## src/rtl/bcd_count_monitor.sv

```systemverilog
// Watches a BCD up/down counter and checks each qualified sample against the value
// predicted from the previous legal sample. It also counts errors and flags 9<->0 wraps.
module bcd_count_monitor (
  input  logic       clk,
  input  logic       rst,
  input  logic [3:0] bcd,
  input  logic       x,
  input  logic       en,
  input  logic       clr_err,
  output logic       locked,
  output logic       err,
  output logic [3:0] err_cnt,
  output logic       wrap_up,
  output logic       wrap_dn,
  output logic [3:0] last
);

  typedef enum logic [1:0] {
    SYNC  = 2'd0,
    TRACK = 2'd1,
    ERR   = 2'd2
  } state_t;

  state_t     state_reg, state_next;
  logic [3:0] p_reg, p_next;
  logic       xp_reg, xp_next;
  logic [3:0] last_reg, last_next;
  logic [3:0] cnt_reg, cnt_next;
  logic       wrap_up_reg, wrap_up_next;
  logic       wrap_dn_reg, wrap_dn_next;

  logic       legal;
  logic [3:0] expected;
  logic [3:0] cnt_inc;

  assign legal = (bcd <= 4'd9);

  always_comb begin
    if (xp_reg) expected = (p_reg == 4'd9) ? 4'd0 : 4'(p_reg + 4'd1);
    else        expected = (p_reg == 4'd0) ? 4'd9 : 4'(p_reg - 4'd1);
  end

  assign cnt_inc = (cnt_reg == 4'd15) ? cnt_reg : 4'(cnt_reg + 4'd1);

  always_ff @(posedge clk or negedge rst) begin
    if (!rst) begin
      state_reg   <= SYNC;
      p_reg       <= 4'd0;
      xp_reg      <= 1'b1;
      last_reg    <= 4'd0;
      cnt_reg     <= 4'd0;
      wrap_up_reg <= 1'b0;
      wrap_dn_reg <= 1'b0;
    end else begin
      state_reg   <= state_next;
      p_reg       <= p_next;
      xp_reg      <= xp_next;
      last_reg    <= last_next;
      cnt_reg     <= cnt_next;
      wrap_up_reg <= wrap_up_next;
      wrap_dn_reg <= wrap_dn_next;
    end
  end

  always_comb begin
    state_next   = state_reg;
    p_next       = p_reg;
    xp_next      = xp_reg;
    last_next    = last_reg;
    cnt_next     = cnt_reg;
    wrap_up_next = 1'b0;
    wrap_dn_next = 1'b0;
    // Clearing discards the sample on the same edge.
    if (clr_err) begin
      state_next = SYNC;
      cnt_next   = 4'd0;
    end else if (en) begin
      unique case (state_reg)
        SYNC: begin
          if (legal) begin
            p_next     = bcd;
            xp_next    = x;
            last_next  = bcd;
            state_next = TRACK;
          end else begin
            cnt_next = cnt_inc;
          end
        end
        TRACK: begin
          if (legal && (bcd == expected)) begin
            p_next       = bcd;
            xp_next      = x;
            last_next    = bcd;
            wrap_up_next = xp_reg && (p_reg == 4'd9);
            wrap_dn_next = !xp_reg && (p_reg == 4'd0);
          end else begin
            state_next = ERR;
            cnt_next   = cnt_inc;
          end
        end
        default: ;
      endcase
    end
  end

  always_comb begin
    locked = (state_reg == TRACK);
    err    = (state_reg == ERR);
  end

  assign err_cnt = cnt_reg;
  assign wrap_up = wrap_up_reg;
  assign wrap_dn = wrap_dn_reg;
  assign last    = last_reg;

endmodule

```

## config.mk

```make
export PLATFORM = sky130hd
export DESIGN_NAME = bcd_count_monitor
export DESIGN_NICKNAME = d
export VERILOG_FILES = /design/src/rtl/bcd_count_monitor.sv
export SDC_FILE = /design/constraint.sdc
export NUM_CORES = 1
export LEC_CHECK = 0
export CELL_PAD_IN_SITES_DETAIL_PLACEMENT = 1
export CELL_PAD_IN_SITES_GLOBAL_PLACEMENT = 2
export CORE_MARGIN = 2
export CORE_UTILIZATION = 32
export CTS_CLUSTER_SIZE = 14
export DETAILED_ROUTE_END_ITERATION = 12
export PLACE_DENSITY = 0.78
export SYNTH_ARGS = -nofsm -noshare
export SYNTH_HDL_FRONTEND = slang
export SYNTH_SLANG_ARGS = --single-unit
```

## constraint.sdc

```tcl
create_clock -name clk -period 7.3 [get_ports clk]
set_clock_uncertainty 0.2 [all_clocks]
set_input_delay 1.46 -clock clk [delete_from_list [all_inputs] [get_ports clk]]
set_output_delay 1.46 -clock clk [all_outputs]
set_load 0.005 [all_outputs]
```

After elaboration in Yosys (flattened, before gate mapping)
Index checks and enable logic that the tools add are counted.
{ "totals": {"reg_bits": 13, "input_bits": 9, "word_cells": 61} }
{ "op_classes": {"addsub": 3, "order_cmp": 1, "eq_ne": 10, "mux": 28, "bitwise_logic": 1, "n_reduce_logical": 12} }
{ "op_table": {"columns": ["cell", "count"], "rows": [
  ["two-way mux 4 bit", 10],
  ["one-hot mux 4 bit (2 select lines)", 2],
  ["two-way mux 1 bit", 10],
  ["!= test 3 bit, second input constant", 3],
  ["adder 4 x 1 -> 4 bit, second input constant", 2],
  ["== test 4 bit, second input constant", 2],
  ["two-way mux 2 bit", 4],
  ["AND reduction 4 bit", 2],
  ["AND reduction 5 bit", 1],
  ["== test 4 bit", 1],
  ["less-or-equal comparator 4 bit, second input constant", 1],
  ["zero test 4 bit", 1],
  ["one-hot mux 2 bit (2 select lines)", 1],
  ["nonzero test 2 bit", 2],
  ["subtractor 4 x 1 -> 4 bit, second input constant", 1],
  ["logical AND 1 bit", 3],
  ["nonzero test 3 bit", 1],
  ["== test 2 x 1 -> 1 bit, second input constant", 1],
  ["== test 2 bit, second input constant", 1],
  ["zero test 2 bit", 1],
  ["!= test 2 x 1 -> 1 bit, second input constant", 1],
  ["!= test 2 bit, second input constant", 1],
  ["one-hot mux 1 bit (2 select lines)", 1],
  ["zero test 1 bit", 1],
  ["inverter 1 bit", 1]
]} }

Depth between registers and ports, before layout
Gate-level depths: netlist of the first run.
{ "logic_depth": {"ltp_word": 9, "ltp_mapped": 8} }

Worst setup path after synthesis of the first run
OpenSTA, ideal clock, no wires.
{ "synth_path": {"path_kind": "input -> register", "from": "input bcd[1]", "to": "register cnt_reg[2], in the netlist err_cnt[2]", "arrival_ps": 2807, "required_time_ps": 6972, "slack_ps": 4166, "stages": 6, "path_buffers": 0, "path_cell_list": "o21a_1 -> nor2_1 -> or4b_4 -> a21oi_4 -> a21oi_1 -> mux2_1"} }
{ "synth_via": {"elab_chain_len": 4} }
{ "synth_rtl": {"columns": ["element", "line_no", "rtl"], "rows": [
  ["start, declared", "6", "input logic [3:0] bcd,"],
  ["less-or-equal comparator 4 bit or == test 4 bit (tied branches)", "36, 90", null],
  ["logical AND 1 bit", "90", "if (legal && (bcd == expected)) begin"],
  ["!= test 3 bit (no line)", null, null],
  ["AND reduction 4 bit (no line) (*)", null, null],
  ["end signal, assigned", "59", "cnt_reg <= cnt_next;"],
  ["end, declared", "28", "logic [3:0] cnt_reg, cnt_next;"]
]} }
Every way passes the cells marked *; elsewhere a longest branch is shown, timed or not.
A chain may end at the register's enable or synchronous reset.

Worst setup path in the final report of the first run
{ "layout_path": {"from": "input bcd[2]", "to": "register cnt_reg[3], in the netlist err_cnt[3]"} }
Same word-level chain as after synthesis.

==> results.json, run 1 <==
{
  "crit_type": "input pin to register",
  "cts.clk_slew.worst_paths_ns": 0.08,
  "nets": 149,
  "ir_worst_vdd_v": 0.000109,
  "synthCells": 120,
  "postSynthAreaPerCell_um2": 8.77,
  "clock_path_buffers": 2,
  "cts_setup_buffers": 0,
  "drc_errors": 0,
  "synth_warnings": 0,
  "cts_max_level": 1,
  "synth_edf_count": 0,
  "leakage_uw": 0.000495,
  "cp-start-kind": "input pin",
  "vias_per_cell": 5.45,
  "drtPass1Iterations": 4,
  "dieArea_um2": 3760,
  "initial_core_util": 0.339,
  "die_w_um": 61.3,
  "regArea_um2": 327,
  "drive_above_1_share": 0.101,
  "dpl.hpwl_um": 2030,
  "cts_tree": "built",
  "hold_class": "register to register",
  "synth_cell_types": 46,
  "maxSlewHeadroom": 0.342,
  "grt_start_max_net_pins": 15,
  "cts_hold_buf": 0,
  "arrival_ns": 3.46,
  "cts.repair.resized": 0,
  "areaGrowthSynthToFinish_pct": 22.2,
  "cp_max_fo": 6,
  "worst_pin_slew_ns": 0.976,
  "grt_pass1_wl_um": 4720,
  "max_cap_viol_count": 0,
  "min_from": "state_reg[1]",
  "overflow": 0,
  "wl_per_cell_um": 14.7,
  "synth_nets": 130,
  "timing.rr.start": "last[2]",
  "synth_ff_type": "dfrtp_1",
  "fill_cells": 404,
  "ys_seq_elements": 13,
  "rsz0062_at_grt": "false",
  "async_flop_share": 1.00,
  "setup_violations": 0,
  "via_count": 991,
  "met1_length_um": 1300,
  "startpoint": "bcd[2]",
  "cp.required_ns": 7.25,
  "final_common_cell": "clkdlybuf4s50_1",
  "n_antenna_cell": 0,
  "dr_wl_met2_um": 1280,
  "final_area_um2": 1290,
  "row_count": 20,
  "finalCritPeriodShare": 0.480,
  "cts_root_buffer": "clkbuf_4",
  "period_minus_slack_ns": 3.51,
  "wl_um": 2680,
  "status": "finished clean",
  "cts_buffers": 3,
  "antenna_found_initial": 0,
  "slew_violations": 0,
  "clock-sinks": 13,
  "met3_length_um": 82,
  "boundaryPins": 21,
  "core_area_um2": 3100,
  "gp_congestion": 0.778,
  "die_h_um": 61.3,
  "first_global_vias": 1000,
  "highest_layer": "met4",
  "grt_usage": 0.168,
  "antenna_left": 0,
  "power-per-cell-area_nw_per_um2": 273,
  "multiInputGateArea_um2": 667,
  "finalSetupTns_ns": 0,
  "max_freq_mhz": 285,
  "hold_viol": 0,
  "synth_area_um2": 1050,
  "yosysSeqAreaShare": 0.310,
  "final_util": 0.415,
  "final_cell_mix": "20 x clkdlybuf4s50_1, 12 x dfrtp_1, 10 x a21oi_1, 8 x nor2_1, 7 x nand2b_1",
  "worstSetupEndpointType": "register",
  "drtIter0Drc": 27,
  "port_buffers": 20,
  "worstSkewPairLatency_ns": 0.27,
  "place_area_um2": 1260
}
## cells in the mapped netlist, drive strengths merged, types with 2 or more instances
| cell | count | area share |
|---|---|---|
| and2 | 3 | 0.020 |
| nor2b | 5 | 0.030 |
| inv | 2 | 0.0071 |
| and3 | 3 | 0.018 |
| nand3 | 3 | 0.014 |
| nor2 | 8 | 0.029 |
| o21ba | 2 | 0.019 |
| o211ai | 6 | 0.043 |
| buf | 5 | 0.042 |
| mux2 | 3 | 0.036 |
| dfrtp | 12 | 0.29 |
| o21ai | 6 | 0.029 |
| nor3 | 2 | 0.0095 |
| nand2 | 7 | 0.027 |
| nand2b | 7 | 0.042 |
| nand4 | 5 | 0.030 |
| o21a | 3 | 0.021 |
| or4b | 2 | 0.023 |
| o311ai | 2 | 0.017 |
| xor2 | 2 | 0.017 |
| nor4 | 3 | 0.018 |
| a21oi | 11 | 0.063 |
## metal layers
| metal | vias up | GRT usage |
|---|---|---|
| met2 | 14 | 0.278 |
| li1 | 487 | - |
| met3 | 2 | 0.0210 |
| met4 | 0 | 0.0456 |
| met5 | - | 0 |
| met1 | 488 | 0.232 |
## cell type report
type / count / share of cell area
clock buffers: 4 / 0.0204
inverters: 3 / 0.00875
flip-flops and latches: 13 / 0.254
multi-input cells: 98 / 0.518
well taps: 44 / 0.0428
repair buffers: 20 / 0.156
## report_power, final
group          total (µW)  switching, µW  internal, µW
registers             134           46.4          87.6
logic                 173           87.2          86.1
clock network        44.0           22.9          21.1
## worst max-delay path: stages
cell             delay (ns)
clkdlybuf4s50_1        0.51
o21a_1                 0.23
nor2_1                 0.13
or4b_4                 0.51
a21oi_4                0.20
a21oi_1                0.10
mux2_1                 0.32
## worst paths after layout
kind	to	slack (ns)	cells after the start
min reg2reg	state_reg[1]	0.35	1
max	err_cnt[3]	3.79	7
max in group asynchronous	last[1]	5.15	1
max reg2reg	err_cnt[0]	4.63	6
min in group asynchronous	state_reg[1]	1.37	1
min	state_reg[1]	0.35	1
## stage by stage
stage / worst slack (ns) / std cells / power (µW) / hold WS, ns
4_1_cts: 3.79 / 182 / 356 / 0.353
3_5_place_dp: 3.51 / 178 / 308 / 0.331
2_1_floorplan: 4.17 / 120 / 262 / 0.299
6_report: 3.79 / 182 / 351 / 0.349
3_3_place_gp: 3.53 / 178 / 303 / 0.314
5_1_grt: 3.59 / 182 / 386 / 0.386
## logic make-up (layout without fill, tap and decap cells)
logic type	after synthesis	count (layout)	synth area share
compound gates	37	37	0.247
buf+inv	9	27	0.0559
fa+ha+maj	1	1	0.0119
xor+xnor	3	3	0.0250
flops	13	13	0.310
mux	4	4	0.0452
simple gates	53	53	0.304
No activity file was read; power rests on OpenSTA's default activity.
==> run 2, diff against run 1 <==
CORE_UTILIZATION = 27   (was 32)
PLACE_DENSITY = 0.7   (was 0.78)
clock period = 3.1 ns   (was 7.3 ns; I/O delays follow)
==> results.json, run 2 (same netlist as run 1, synthesis figures left out) <==
{
  "critPathBufInv": 1,
  "first_global_vias": 1047,
  "combPwrFrac": 0.486,
  "final_cell_mix": "20 x clkdlybuf4s50_1, 12 x dfrtp_1, 10 x a21oi_1, 8 x nor2_1, 7 x nand2b_1",
  "clock-sinks": 13,
  "path_depth": 7,
  "gp_congestion": 0.751,
  "grt_start_max_net_pins": 15,
  "setup_violations": 0,
  "slew_violations": 0,
  "path_delay_family": "simple AND/OR/NAND/NOR gates",
  "row_count": 22,
  "drtIter0Drc": 56,
  "power_frac_clock": 0.170,
  "rsz0062_at_grt": "false",
  "period_minus_slack_ns": 2.67,
  "maxSlewHeadroom": 0.319,
  "crit_chain": "clkdlybuf4s50_1 > o21a_1 > nor2_1 > or4b_4 > nand2_2 > nand2_1 > nor4_1",
  "die_h_um": 66.4,
  "cp-start-kind": "input pin",
  "areaGrowthSynthToFinish_pct": 27.3,
  "cts_max_level": 1,
  "hold_viol": 0,
  "finalCritPeriodShare": 0.861,
  "via_count": 1003,
  "drc_errors": 0,
  "cts.repair.resized": 0,
  "port_buffers": 20,
  "grt_pass1_wl_um": 5110,
  "worstHoldEndpoint": "state_reg[1]",
  "cts_buffers": 3,
  "p_sw_uw": 386,
  "wl_um": 2930,
  "overflow": 0,
  "clock_path_buffers": 2,
  "core_area_um2": 3720,
  "nets": 153,
  "die_w_um": 66.4,
  "dieArea_um2": 4410,
  "r2r_setup_slack_ns": 0.45,
  "drtPass1Iterations": 3,
  "boundaryPins": 21,
  "critPathMaxStageDelay_ns": 0.52,
  "crit_type": "input pin to register",
  "slowest_stage": "or4b_4",
  "timing.rr.start": "last[2]",
  "n_antenna_cell": 0,
  "wl_per_cell_um": 15.4,
  "whs_ns": 0.346,
  "r2r_end": "wrap_up",
  "min_from": "state_reg[1]",
  "arrival_ns": 2.59,
  "worstSetupEndpointType": "register",
  "cts_tree": "built",
  "hold-path-cell-count": 1,
  "leakage_uw": 0.000522,
  "p_sw_frac": 0.426,
  "antenna_found_initial": 0,
  "initial_core_util": 0.283,
  "max_cap_viol_count": 0,
  "vias_per_cell": 5.28,
  "worstSkewPairLatency_ns": 0.24,
  "reg2regPathDepth": 6,
  "cts.clk_slew.worst_paths_ns": 0.06,
  "cp.required_ns": 3.02,
  "finalSetupTns_ns": 0,
  "drive_above_1_share": 0.127,
  "intPower_uw": 520,
  "p_seq_frac": 0.344,
  "cts_setup_buffers": 0,
  "status": "finished clean",
  "worst_pin_slew_ns": 1.01,
  "antenna_left": 0,
  "power-per-cell-area_nw_per_um2": 676,
  "max_freq_mhz": 375,
  "cts_root_buffer": "clkbuf_8",
  "cts_hold_buf": 0,
  "final_common_cell": "clkdlybuf4s50_1",
  "startpoint": "bcd[1]",
  "hold_class": "register to register",
  "ir_worst_vdd_v": 0.000265,
  "grt_usage": 0.152,
  "dpl.hpwl_um": 2210,
  "cp_max_fo": 6
}
## run 2: cell types whose count changed in the layout (fill, tap and decap cells not counted)
cell	change
buf_4	+4
clkbuf_4	-3
clkbuf_8	+3
## run 2: through the flow
| stage | cells | power, µW | cell area [µm²] | util | setup slack (ns) |
|---|---|---|---|---|---|
| 4_1_cts | 190 | 915 | 1340 | 0.361 | 0.432 |
| 6_report | 190 | 906 | 1340 | 0.361 | 0.431 |
| 3_5_place_dp | 186 | 757 | 1290 | 0.348 | 0.183 |
| 5_1_grt | 190 | 987 | 1340 | 0.361 | 0.180 |
| 3_3_place_gp | 186 | 737 | 1290 | 0.348 | 0.229 |
| 2_1_floorplan | 120 | 618 | 1050 | - | 0.713 |
## run 2: how the worst max path moves through the flow
stage	end	slack, ns
after floorplan	err_cnt[0]	0.71
after global placement	wrap_up	0.23
after detailed placement	wrap_up	0.18
after CTS	wrap_up	0.43
after global routing	wrap_up	0.18
final	wrap_up	0.43
## run 2: worst register-to-register path, cell delays in order, from the launching register on
cell and delay (ns):
dfrtp_1 0.52, or2_0 0.31, or4_4 0.44, a31oi_1 0.20
o22a_1 0.34, nand2_1 0.18, nor4_1 0.34
## run 2: power by group through the flow
| stage | Clock, µW | Combinational, µW | Sequential (µW) |
|---|---|---|---|
| after detailed placement | 0 | 441 | 316 |
| final | 154 | 441 | 312 |
| after floorplan | 0 | 371 | 247 |
| after global placement | 0 | 431 | 306 |
| after CTS | 158 | 443 | 314 |
| after global routing | 169 | 492 | 326 |
## run 2: layout make-up
type	count	area [µm²]
fill	455	2380
inverter	3	11.3
clock buffer	4	45.0
sequential	13	327
timing repair buffer	24	230
tap	48	60.1
multi-input combinational	98	667
## run 2: routing by layer
layer  GRT usage  vias up  wire length (µm)
li1            -      495                 -
met1       0.198      490              1390
met2       0.261       14              1440
met3      0.0153        4                58
met4      0.0459        0                34
met5           0        -                 0
==> run 3, diff against run 2 <==
SLEW_MARGIN = 20   (was default)
==> results of run 3 <==
Same layout as run 2: the final DEF is identical, and so are final timing and power.
